==> src/rtl/dscnn_l3_pkg.sv <==
// Shared constants for the DSCNN layer-3 datapath: activation/accumulator widths,
// the requantization pair (M0, n) and the matching dequantization coefficient.
package dscnn_l3_pkg;

   localparam int L3_ACT_W    = 8;
   localparam int L3_ACC_W    = 22;
   localparam int L3_M0       = 69;
   localparam int L3_N        = 13;
   localparam int L3_DQ_K     = 7598;
   localparam int L3_DQ_K_W   = 16;
   localparam int L3_DQ_FRAC  = 6;
   localparam int L3_CH_NUM   = 16;

   // Nominal inverse of the rescale, 2^(n+frac)/M0 rounded; used when regenerating tables.
   function automatic int l3_dq_k_nominal();
      return ((2 ** (L3_N + L3_DQ_FRAC)) + (L3_M0 / 2)) / L3_M0;
   endfunction

endpackage

==> src/rtl/dequant_3_mul.sv <==
// Registered signed multiplier (INPUT_W x BW) with clock enable, kept separate so the
// product maps cleanly onto a single DSP slice.
module dequant_3_mul #(
   parameter int AW = 8,
   parameter int BW = 17,
   localparam int PW = AW + BW
) (
   input  logic                 clk,
   input  logic                 rst,
   input  logic                 en,
   input  logic signed [AW-1:0] a_i,
   input  logic signed [BW-1:0] b_i,
   output logic signed [PW-1:0] p_o
);

   logic signed [PW-1:0] p_q;
   logic signed [PW-1:0] p_d;

   always_comb begin
      p_d = p_q;
      if (en) begin
         p_d = PW'(a_i) * PW'(b_i);
      end
   end

   always_ff @(posedge clk) begin
      if (rst) begin
         p_q <= '0;
      end else begin
         p_q <= p_d;
      end
   end

   assign p_o = p_q;

endmodule

==> src/rtl/dequant_3.sv <==
// Streaming layer-3 dequantizer: per-channel scale table, 3-stage valid/ready pipeline.
// Build option DEQUANT_3_SAT_EN: clamp the rounded result instead of wrapping it.
import dscnn_l3_pkg::*;

module dequant_3 #(
   parameter int INPUT_W   = L3_ACT_W,
   parameter int OUTPUT_W  = L3_ACC_W,
   parameter int K_W       = L3_DQ_K_W,
   parameter int FRAC      = L3_DQ_FRAC,
   parameter int CH_NUM    = L3_CH_NUM,
   parameter int DEFAULT_K = L3_DQ_K,
   localparam int AW       = $clog2(CH_NUM)
) (
   input  logic                clk,
   input  logic                rst,
   input  logic                in_valid,
   output logic                in_ready,
   input  logic [INPUT_W-1:0]  data_i,
   output logic                out_valid,
   input  logic                out_ready,
   output logic [OUTPUT_W-1:0] data_o,
   output logic                out_last,
   input  logic                cfg_we,
   input  logic [AW-1:0]       cfg_addr,
   input  logic [K_W-1:0]      cfg_data
);

   localparam int PW = INPUT_W + K_W + 1;
   localparam int RW = (PW + 1 > OUTPUT_W + 1) ? PW + 1 : OUTPUT_W + 1;
   localparam logic signed [RW-1:0] RND     = RW'(2 ** (FRAC - 1));
   localparam logic signed [RW-1:0] SAT_MAX = RW'((2 ** (OUTPUT_W - 1)) - 1);
   localparam logic signed [RW-1:0] SAT_MIN = ~SAT_MAX;

   logic en;
   logic accept;
   logic ch_at_end;

   logic [AW-1:0] ch_q, ch_d;
   logic [K_W-1:0] k_tab_q [CH_NUM];
   logic [K_W-1:0] k_tab_d [CH_NUM];

   logic                      v1_q, v1_d;
   logic                      last1_q, last1_d;
   logic signed [INPUT_W-1:0] q1_q, q1_d;
   logic [K_W-1:0]            k1_q, k1_d;

   logic                      v2_q, v2_d;
   logic                      last2_q, last2_d;
   logic signed [PW-1:0]      p2;

   logic                      out_valid_q, out_valid_d;
   logic                      out_last_q, out_last_d;
   logic [OUTPUT_W-1:0]       data_o_q, data_o_d;

   logic signed [RW-1:0]      p_ext;
   logic signed [RW-1:0]      r_full;
   logic [OUTPUT_W-1:0]       r_sized;

   // Whole pipe advances together; in_ready is purely combinational (no skid buffer).
   assign en        = !out_valid_q || out_ready;
   assign accept    = in_valid && en;
   assign ch_at_end = (int'(ch_q) == CH_NUM - 1);

   always_comb begin
      ch_d = ch_q;
      if (accept) begin
         ch_d = ch_at_end ? '0 : ch_q + AW'(1);
      end
   end

   // Same-edge write and read: S1 captures the pre-write coefficient.
   always_comb begin
      k_tab_d = k_tab_q;
      if (cfg_we && (int'(cfg_addr) < CH_NUM)) begin
         k_tab_d[cfg_addr] = cfg_data;
      end
   end

   always_comb begin
      v1_d    = v1_q;
      q1_d    = q1_q;
      k1_d    = k1_q;
      last1_d = last1_q;
      if (en) begin
         v1_d = accept;
         if (accept) begin
            q1_d    = data_i;
            k1_d    = k_tab_q[ch_q];
            last1_d = ch_at_end;
         end
      end
   end

   dequant_3_mul #(
      .AW (INPUT_W),
      .BW (K_W + 1)
   ) u_mul (
      .clk (clk),
      .rst (rst),
      .en  (en),
      .a_i (q1_q),
      .b_i ($signed({1'b0, k1_q})),
      .p_o (p2)
   );

   always_comb begin
      v2_d    = v2_q;
      last2_d = last2_q;
      if (en) begin
         v2_d    = v1_q;
         last2_d = last1_q;
      end
   end

   // Round half up, then arithmetic shift down to the accumulator scale.
   always_comb begin
      p_ext  = RW'(p2);
      r_full = (p_ext + RND) >>> FRAC;
`ifdef DEQUANT_3_SAT_EN
      if (r_full > SAT_MAX) begin
         r_sized = OUTPUT_W'(SAT_MAX);
      end else if (r_full < SAT_MIN) begin
         r_sized = OUTPUT_W'(SAT_MIN);
      end else begin
         r_sized = OUTPUT_W'(r_full);
      end
`else
      r_sized = OUTPUT_W'(r_full);
`endif
   end

   always_comb begin
      out_valid_d = out_valid_q;
      out_last_d  = out_last_q;
      data_o_d    = data_o_q;
      if (en) begin
         out_valid_d = v2_q;
         if (v2_q) begin
            data_o_d   = r_sized;
            out_last_d = last2_q;
         end
      end
   end

   always_ff @(posedge clk) begin
      if (rst) begin
         ch_q        <= '0;
         v1_q        <= 1'b0;
         q1_q        <= '0;
         k1_q        <= '0;
         last1_q     <= 1'b0;
         v2_q        <= 1'b0;
         last2_q     <= 1'b0;
         out_valid_q <= 1'b0;
         out_last_q  <= 1'b0;
         data_o_q    <= '0;
         for (int i = 0; i < CH_NUM; i++) begin
            k_tab_q[i] <= K_W'(DEFAULT_K);
         end
      end else begin
         ch_q        <= ch_d;
         v1_q        <= v1_d;
         q1_q        <= q1_d;
         k1_q        <= k1_d;
         last1_q     <= last1_d;
         v2_q        <= v2_d;
         last2_q     <= last2_d;
         out_valid_q <= out_valid_d;
         out_last_q  <= out_last_d;
         data_o_q    <= data_o_d;
         k_tab_q     <= k_tab_d;
      end
   end

   assign in_ready  = en;
   assign out_valid = out_valid_q;
   assign out_last  = out_last_q;
   assign data_o    = data_o_q;

endmodule

==> config.mk <==
export PLATFORM = sky130hd
export DESIGN_NAME = dequant_3
export DESIGN_NICKNAME = d
export VERILOG_FILES = /design/src/rtl/dscnn_l3_pkg.sv /design/src/rtl/dequant_3_mul.sv /design/src/rtl/dequant_3.sv
export SDC_FILE = /design/constraint.sdc
export NUM_CORES = 1
export LEC_CHECK = 0
export CORE_MARGIN = 1
export CORE_UTILIZATION = 54
export CTS_CLUSTER_SIZE = 24
export DETAILED_ROUTE_END_ITERATION = 16
export PLACE_DENSITY = 0.75
export RECOVER_POWER = 25
export SYNTH_ARGS = -nofsm -noshare
export SYNTH_HDL_FRONTEND = slang
export SYNTH_SLANG_ARGS = --single-unit
==> constraint.sdc <==
create_clock -name clk -period 8 [get_ports clk]
set_input_delay 1.2 -clock clk [delete_from_list [all_inputs] [get_ports clk]]
set_output_delay 1.2 -clock clk [all_outputs]
set_load 0.02 [all_outputs]
After elaboration in Yosys (flattened, before gate mapping)
Index checks and enable logic that the tools add are counted.
{"block": "word_totals", "register_bits": 335, "inputBits": 33, "out_inout_bits": 25, "wordCells": 49}
{"block": "classes", "addsub": 2, "mul": 1, "magnitude_cmp": 3, "eq_ne": 1, "muxes": 7, "bitwise": 2, "n_reduce_logical": 6}
{"op": "$bwmux 256", "n": 1}
{"op": "$bmux 16 s4", "n": 1}
{"op": "$demux 16 s4", "n": 1}
{"op": "$mux 16", "n": 3}
{"op": "$add 25x7->26 const B", "n": 1}
{"op": "$mul 8x17->25", "n": 1}
{"op": "$ge 5x5->1 const B", "n": 2}
{"op": "$not 4->5", "n": 2}
{"op": "$lt 5x1->1 const B", "n": 1}
{"op": "$add 4x1->4 const B", "n": 1}
{"op": "$eq 4x1->1 const B", "n": 1}
{"op": "$mux 4", "n": 1}
{"op": "$reduce_and 2->1", "n": 2}
{"op": "$logic_and 1x1->1", "n": 2}
{"op": "$logic_not 1->1", "n": 1}
{"op": "$logic_or 1x1->1", "n": 1}

Logic depth before layout (Yosys ltp)
Gate-level depths: netlist (run 1).
{"block": "logic_depth", "ltp_word": 6, "depth_mapped": 19, "depth_no_buf": 17}

Cells and area by module
From an unflattened synthesis (run 1), not the netlist that was laid out.
{"block": "hier_totals", "hier_cells": 2251, "area_unflattened_um2": 19239.7}
{"module": "dequant_3", "n_inst": 1, "cells_per_inst": 1589, "area_per_inst_um2": 13404.1, "seq_area_each_um2": 6206.0}
{"module": "dequant_3_mul", "n_inst": 1, "cells_per_inst": 662, "area_per_inst_um2": 5835.6, "seq_area_each_um2": 500.5}

Worst setup path before layout (run 1)
No wires, ideal clock.
{"block": "synth_path", "path_kind": "reg2reg", "startpoint": "register q1_q[7]", "endpoint": "register u_mul.p_q[23] (netlist: u_mul.p_o[23])", "setup_time_ns": 0.117, "t_arrival_ns": 4.629, "required_ns": 7.883, "path_slack_ns": 3.254, "stages_incl_launch_ff": 16, "n_path_buf": 1, "period_less_slack_ns": 4.746, "cell_sequence": "dfxtp_1 > inv_1 > buf_1 > nor2_1 > fa_1 > fa_1 > fa_1 > inv_1 > fa_1 > inv_1 > ha_1 > a21oi_1 > a211oi_2 > o2111a_1 > or3_1 > a32o_1"}
{"block": "synth_between", "elab_chain_cells": 1}
{"item": "start, declared", "line": "dequant_3.sv:44", "text": "logic signed [INPUT_W-1:0] q1_q, q1_d;"}
{"item": "start signal, assigned", "line": "dequant_3.sv:163", "text": "q1_q <= q1_d;"}
{"item": "$mul 8x17->25", "line": "dequant_3_mul.sv:22", "text": "p_d = PW'(a_i) * PW'(b_i);"}
{"item": "end signal, assigned", "line": "dequant_3_mul.sv:30", "text": "p_q <= p_d;"}
{"item": "end, declared", "line": "dequant_3_mul.sv:16", "text": "logic signed [PW-1:0] p_q;"}
No other way between the ends.
A chain may end at the register's enable or synchronous reset.

Worst setup path in the final report (run 1)
{"block": "layout_path", "startpoint": "input port out_ready", "endpoint": "output port in_ready"}
{"block": "layout_between", "elab_chain_cells": 1}
{"item": "start, declared", "line": "dequant_3.sv:20", "text": "input logic out_ready,"}
{"item": "$logic_or 1x1->1", "line": "dequant_3.sv:60", "text": "assign en = !out_valid_q || out_ready;"}
{"item": "end, declared", "line": "dequant_3.sv:17", "text": "output logic in_ready,"}
No other way between the ends.

==> results of run 1 <==
==> where the power goes <==
part	switching (mW)	total [mW]	internal, mW
combinational	0.240	0.392	0.151
clock	0.689	1.69	0.997
sequential	0.0494	1.74	1.69
==> final timing paths <==
check,startpoint,end
min,last2_q,out_last
min reg2reg,last2_q,out_last
max reg2reg,q1_q[7],u_mul.p_o[22]
max,out_ready,in_ready
==> cell usage in the layout (no fill, tap or decap), types with 6 or more instances in the layout <==
cell	count
clkbuf_1	13
inv_1	127
clkbuf_8	6
and2_1	92
ha_1	59
mux4_2	78
nor3_1	13
and3_1	10
clkdlybuf4s50_1	29
nand3_1	170
or3_1	8
a211oi_1	16
dlygate4sd3_1	27
clkbuf_16	38
o21ai_0	16
fa_1	84
xnor2_1	11
dfxtp_1	328
xor2_1	13
buf_4	19
nor2_1	59
nand2b_1	7
o21a_1	11
a21o_1	7
nand2_1	647
a21oi_1	173
nand4_1	8
==> layout make-up <==
class	instances	area, sq um	area share, %
diodes	1	2.50	0.0125
well taps	442	553	2.76
clock buffers	54	1070	5.34
flip-flops and latches	330	6610	33.0
clock inverters	9	130	0.649
inverters	128	483	2.41
multi-input cells	1540	10500	52.2
repair buffers	79	726	3.62
==> logic make-up after synthesis <==
| logic type | Yosys count | synth area share (%) |
|---|---|---|
| and+or+nand+nor | 1037 | 24.9 |
| DFF | 330 | 36.3 |
| buffers and inverters | 281 | 6.15 |
| AOI/OAI and AO/OA | 255 | 8.19 |
| adders and majority gates | 143 | 13.3 |
| muxes | 81 | 10.0 |
| xor gates and xnor gates | 24 | 1.16 |
==> stage by stage <==
stage	hold slack, ns	util (%)
2_1_floorplan	0.432	-
3_3_place_gp	0.438	57.4
3_5_place_dp	0.445	57.4
4_1_cts	0.453	61.0
5_1_grt	0.471	61.0
6_report	0.452	61.0
==> registers in the layout (all words and copies together), names as in the netlist, 4 cells and up <==
register	flops
q1_q	8
k_tab_q	256
ch_q	4
data_o	20
u_mul.p_o	20
k1_q	16
==> critical path, cell delays in order <==
cell	delay (ns)
dlygate4sd3_1	0.55
nor2b_2	0.10
clkbuf_1	1.14
inv_1	0.78
clkdlybuf4s50_1	0.72
==> cell usage after synthesis, drive strengths merged (3+ instances only) <==
cell type,count,area share [%]
a2111oi,4,0.26
a211oi,17,0.73
a21o,7,0.29
a21oi,173,4.8
a311o,3,0.17
and2,93,3.2
and3,10,0.34
buf,34,1.1
clkbuf,119,2.5
dfxtp,330,36
fa,84,9.2
ha,59,4.1
inv,127,2.6
mux4,80,10
nand2,647,13
nand2b,7,0.24
nand3,170,4.7
nand4,8,0.28
nor2,62,1.3
nor2b,5,0.17
nor3,17,0.55
o21a,11,0.45
o21ai,18,0.50
or3,8,0.28
xnor2,11,0.53
xor2,13,0.63
==> per-layer routing <==
metal | vias to the layer above | GRT usage (%)
li1 | 7039 | -
met2 | 598 | 48.3
met4 | 2 | 11.8
met5 | - | 0
met3 | 136 | 4.15
met1 | 7282 | 35.5
==> key figures, run 1 <==
STA
  – Final setup margin: ~2.3 ns
  – Pins over their slew limit: 37
  – Worst Tran Pin Value: roughly 1.6 ns
  – Clock Skew: approximately 0.023 ns
  – Tcrit/Tclk final: between 70% and 80%
  – RSZ-0062 raised after global routing: no
  – Final setup fails: 0
  – Headroom to the max-slew limit: -4.59%
  – Final hold viol count: 0
  – Fmax: around 180 MHz
  – Fin crit period: 5.70 ns
  – Setup TNS: 0 ns

Status
  – Failing checks: capacitance limit, slew limit
  – Status: finished, violations left

Layout
  – Fin cells: about 2600
  – Post-Layout Inst Area: between 20000 and 25000 sq um
  – Layout area overhead: 10.3%
  – # fillers: about 2800
  – Layout Nets: around 2300
  – Share of cells above drive strength 1: around 8%

Worst setup path
  – Worst EP required: around 7 ns
  – Critical Path End Type: output pin
  – Startpoint Class: primary input
  – CP Class: in2out
  – Crit path max fanout: 36
  – Reg2reg path depth: 15
  – Arrival time at the worst endpoint: between 4 and 5 ns
  – Internal reg-to-reg setup slack: 3.04 ns

Drt
  – Top sig layer: met5
  – DRC viols: 0
  – DR vias: between 15000 and 20000
  – Met1 WL: ~19 mm
  – Met3 wire length: between 3 and 4 mm
  – Vias per std cell: approximately 5.8
  – Drt wl/cell: roughly 18 microns
  – DRT iter0 DRCs: 1259
  – Drt total wl: 47.2 mm
  – Drt pass-1 iters: 5
  – Antenna viol nets, final: 0
  – WL met2: around 23 mm

Placement
  – Placed Cells: between 2000 and 3000
  – Pre-CTS WS: 3.09 ns
  – Area post-placement: ~19000 sq um
  – HPWL Detailed: 31.0 mm
  – Final GP Congestion: 0.865
  – # port buffers: 57

GRT
  – Initial antenna violation count: 2
  – Grt ovf: 0
  – First-pass GRT wire length: 75.9 mm
  – GRT Resource Usage Total: ~28%
  – Largest net degree at the start of global routing: 119
  – Vias in the first global route: 14600

Yosys
  – Most used flip-flop cell after synthesis: dfxtp_1
  – Cell area after synthesis: 18200 sq um
  – Seq/Total Area, Yosys: around 36%
  – Synth warn: 0
  – Cells after synthesis: about 2200
  – Syn avg cell area: 8.45 sq um
  – Synth unique cells: 60
  – Post-synth EDFFs: 0
  – Number of synthesized register bits: 330
  – Mapped Nets: 2327
  – Post-synth ARST share: 0%

Power and ir drop
  – Worst VDD drop: ~0.00017 V
  – Pwr dens: roughly 190 nW/um^2
  – Pleak: about 8.3 nW
  – Final Total Pwr: 3.82 mW

Floorplan
  – Die extent in x: 185 microns
  – Cell Rows: 66
  – Die footprint: 34400 sq um
  – Chip height: around 190 microns
  – Starting Density: a little under three fifths
  – Core area: approximately 33000 sq um
  – Boundary Pins: 58

Job
  – Max capacitance violation total: 1

Clocking
  – CTS sink cnt: 330
  – Hold buffers post-CTS: 0
  – Clock Root Buffer: clkbuf_16
  – Clock buffer count from CTS: 37
  – CTS max path bufs: 3
  – Worst-path clk slew: roughly 0.05 ns
  – Post-cts sizing count: 0
  – CTS H-tree lvls: 2
  – Clock Latency Late Sink: 0.54 ns
  – Post-CTS setup buffers: 0
  – TritonCTS clock tree: built

Hold path
  – Hold Path Class: reg2reg
  – Hold depth: 2
(Power assumes the default switching activity.)
==> inputs of run 2 (changes only) <==
--- a/config.mk
+++ b/config.mk
@@ -9,7 +9,7 @@
 export CORE_UTILIZATION = 54
 export CTS_CLUSTER_SIZE = 24
 export DETAILED_ROUTE_END_ITERATION = 16
-export PLACE_DENSITY = 0.75
+export PLACE_DENSITY = 0.78
 export RECOVER_POWER = 25
 export SYNTH_ARGS = -nofsm -noshare
 export SYNTH_HDL_FRONTEND = slang
==> constraint.sdc (replaced) <==
create_clock -name clk -period 5.09 [get_ports clk]
set_input_delay 0.7635 -clock clk [delete_from_list [all_inputs] [get_ports clk]]
set_output_delay 0.7635 -clock clk [all_outputs]
set_load 0.02 [all_outputs]
==> key figures, run 2 (same netlist as run 1, synthesis figures left out) <==
STA
  – Tcrit/Tclk final: between 90% and 100%
  – Final hold viol count: 0
  – Pins over their slew limit: 37
  – Final setup fails: 0
  – Clock Skew: 0.0285 ns
  – Fmax: roughly 210 MHz
  – Setup TNS: 0 ns
  – Worst Tran Pin Value: 1.55 ns
  – Headroom to the max-slew limit: -3.02%
  – Fin crit period: ~4.8 ns
  – RSZ-0062 raised after global routing: no

Power and ir drop
  – Pwr dens: about 300 nW/um^2
  – Net Sw Frac: a little over a quarter
  – Pleak: between 8 and 9 nW
  – Comb pwr share: about a tenth
  – Sequential share of power: between 40% and 50%
  – Psw: 1.56 mW
  – Clk pwr share: 43.5%
  – Final Total Pwr: roughly 6.0 mW
  – P_int: between 4 and 5 mW
  – Worst VDD drop: ~0.00024 V

Hold path
  – Worst Hold Launch: out_last
  – Hold Path Class: reg2reg

Drt
  – Drt total wl: ~48 mm
  – Drt pass-1 iters: 8
  – Antenna viol nets, final: 0
  – Vias per std cell: 5.83
  – DRT iter0 DRCs: about 1200
  – DR vias: approximately 15000
  – Drt wl/cell: approximately 18 microns
  – DRC viols: 0

Floorplan
  – Boundary Pins: between 50 and 60
  – Starting Density: between 50% and 60%
  – Cell Rows: between 60 and 70
  – Chip height: approximately 190 microns
  – Die extent in x: about 190 microns
  – Core area: approximately 33000 sq um
  – Die footprint: 34400 sq um

GRT
  – Initial antenna violation count: 0
  – Vias in the first global route: about 15000
  – Largest net degree at the start of global routing: between 100 and 150
  – Grt ovf: 0
  – First-pass GRT wire length: slightly below 80 mm
  – GRT Resource Usage Total: around 29%

Clocking
  – Clock buffer count from CTS: 35
  – TritonCTS clock tree: built
  – CTS sink cnt: between 300 and 400
  – CTS max path bufs: 3
  – Clock Latency Late Sink: roughly 0.55 ns
  – CTS H-tree lvls: 2
  – Hold buffers post-CTS: 0
  – Worst-path clk slew: approximately 0.060 ns
  – Clock Root Buffer: clkbuf_16

Layout
  – Layout Nets: roughly 2300
  – Max reg flops: 256
  – Fin cells: ~2600
  – Post-Layout Inst Area: a little over 20000 sq um
  – Share of cells above drive strength 1: between 8 and 9%
  – Layout area overhead: 10.7%
  – Most common cell after layout, fill and taps aside: nand2_1
  – Final core utilization: 61.2%
  – Largest register by flop count: k_tab_q
  – # fillers: ~2800
  – Most frequent cells in the layout: 647 x nand2_1, 322 x dfxtp_1, 173 x a21oi_1, 170 x nand3_1, 126 x inv_1

Placement
  – Final GP Congestion: 0.881
  – Area post-placement: roughly 19000 sq um
  – HPWL Detailed: ~32 mm
  – # port buffers: 57
  – Placed Cells: between 2000 and 3000

Status
  – Failing checks: capacitance limit, slew limit
  – Status: finished, violations left

Worst setup path
  – Critical Path End Type: flip-flop
  – CP Class: reg2reg
  – Crit path cell chain: clkinvlp_4, buf_4, nor2_1, fa_1, fa_1, fa_1, inv_1, fa_1, inv_1, ha_1, a21oi_1, o21ai_1, a221o_1, a21o_1, or3_1, nand3_1
  – Arrival time at the worst endpoint: between 5 and 6 ns
  – Crit path max fanout: 5
  – Critical Path Max Stage Delay: 0.55 ns
  – CP max-delay cell: fa_1
  – Reg-to-reg startpoint: q1_q[7]
  – Critical path buffers and inverters: 4
  – Worst EP required: between 5 and 6 ns
  – Startpoint Class: flip-flop
  – Delay-heaviest family, CP: adder cells
  – CP startpoint: q1_q[7]
  – CP dominant cell by count: fa_1

Job
  – Max capacitance violation total: 1
-- run 2: cell types whose count changed in the layout (fill, tap and decap cells not counted), sizes merged --
cell / before / now
dlygate4sd3: 27 / 28
clkinvlp: 1 / 3
clkdlybuf4s50: 29 / 28
clkbuf: 57 / 52
buf: 20 / 34
clkinv: 5 / 9
-- run 2: final cells by class --
type / count / area [sq um] / share of cell area [%]
multi-input combinational: 1540 / 10500 / 52.0
antenna: 1 / 2.50 / 0.0124
clock inverter: 14 / 166 / 0.827
clock buffer: 50 / 1000 / 4.98
tap: 442 / 553 / 2.75
timing repair buffer: 92 / 827 / 4.11
inverter: 128 / 487 / 2.42
timing repair inverter: 1 / 5.00 / 0.0249
sequential: 330 / 6620 / 32.9
-- run 2: tightest hold or removal path: stages (launching register included) --
cell,delay [ns]
dfxtp_1,0.30
nand2_1,0.05
a21oi_1,0.05
-- run 2: final timing paths --
path,endpoint,slack (ns),cells after the start
worst min register to register,out_last,0.45,2
worst max register to register,u_mul.p_o[21],0.26,16
worst max-delay path,u_mul.p_o[21],0.26,16
worst min-delay path,out_last,0.45,2
-- run 2: power groups by stage --
stage | clock network [mW] | registers [mW] | logic (mW)
2_1_floorplan | 0 | 2.76 | 0.462
3_3_place_gp | 0 | 2.80 | 0.593
3_5_place_dp | 0 | 2.80 | 0.609
4_1_cts | 2.62 | 2.75 | 0.613
5_1_grt | 2.73 | 2.76 | 0.678
6_report | 2.59 | 2.75 | 0.614
-- run 2: metal layers --
layer  vias up  global-route usage (%)  part of all wire, %
li1       7049                       -                    -
met2       620                    49.2                   50
met3       141                    3.87                  7.9
met1      7339                    35.7                   38
met4         0                    12.5                  4.0
met5         -                       0                    0
-- run 2: timing repair --
| action | CTS | global route |
|---|---|---|
| gates resized for setup | 0 | 8 |
| setup endpoints to repair | 0 | 3 |
| buffers inserted | 0 | 4 |
-- run 2: metrics by stage --
stage                     setup WS, ns  hold slack [ns]
after floorplan                  0.344            0.432
after global placement           0.284            0.438
after detailed placement         0.186            0.445
after CTS                        0.169            0.453
after global routing            0.0638            0.467
final                            0.256            0.450
==> inputs of run 3 (changes only) <==
--- a/config.mk
+++ b/config.mk
@@ -9,6 +9,7 @@
 export CORE_UTILIZATION = 54
 export CTS_CLUSTER_SIZE = 24
 export DETAILED_ROUTE_END_ITERATION = 16
+export HOLD_SLACK_MARGIN = 0.12
 export PLACE_DENSITY = 0.78
 export RECOVER_POWER = 25
 export SYNTH_ARGS = -nofsm -noshare
==> results of run 3 <==
Same layout as run 2: the final DEF is identical, and so are final timing and power.
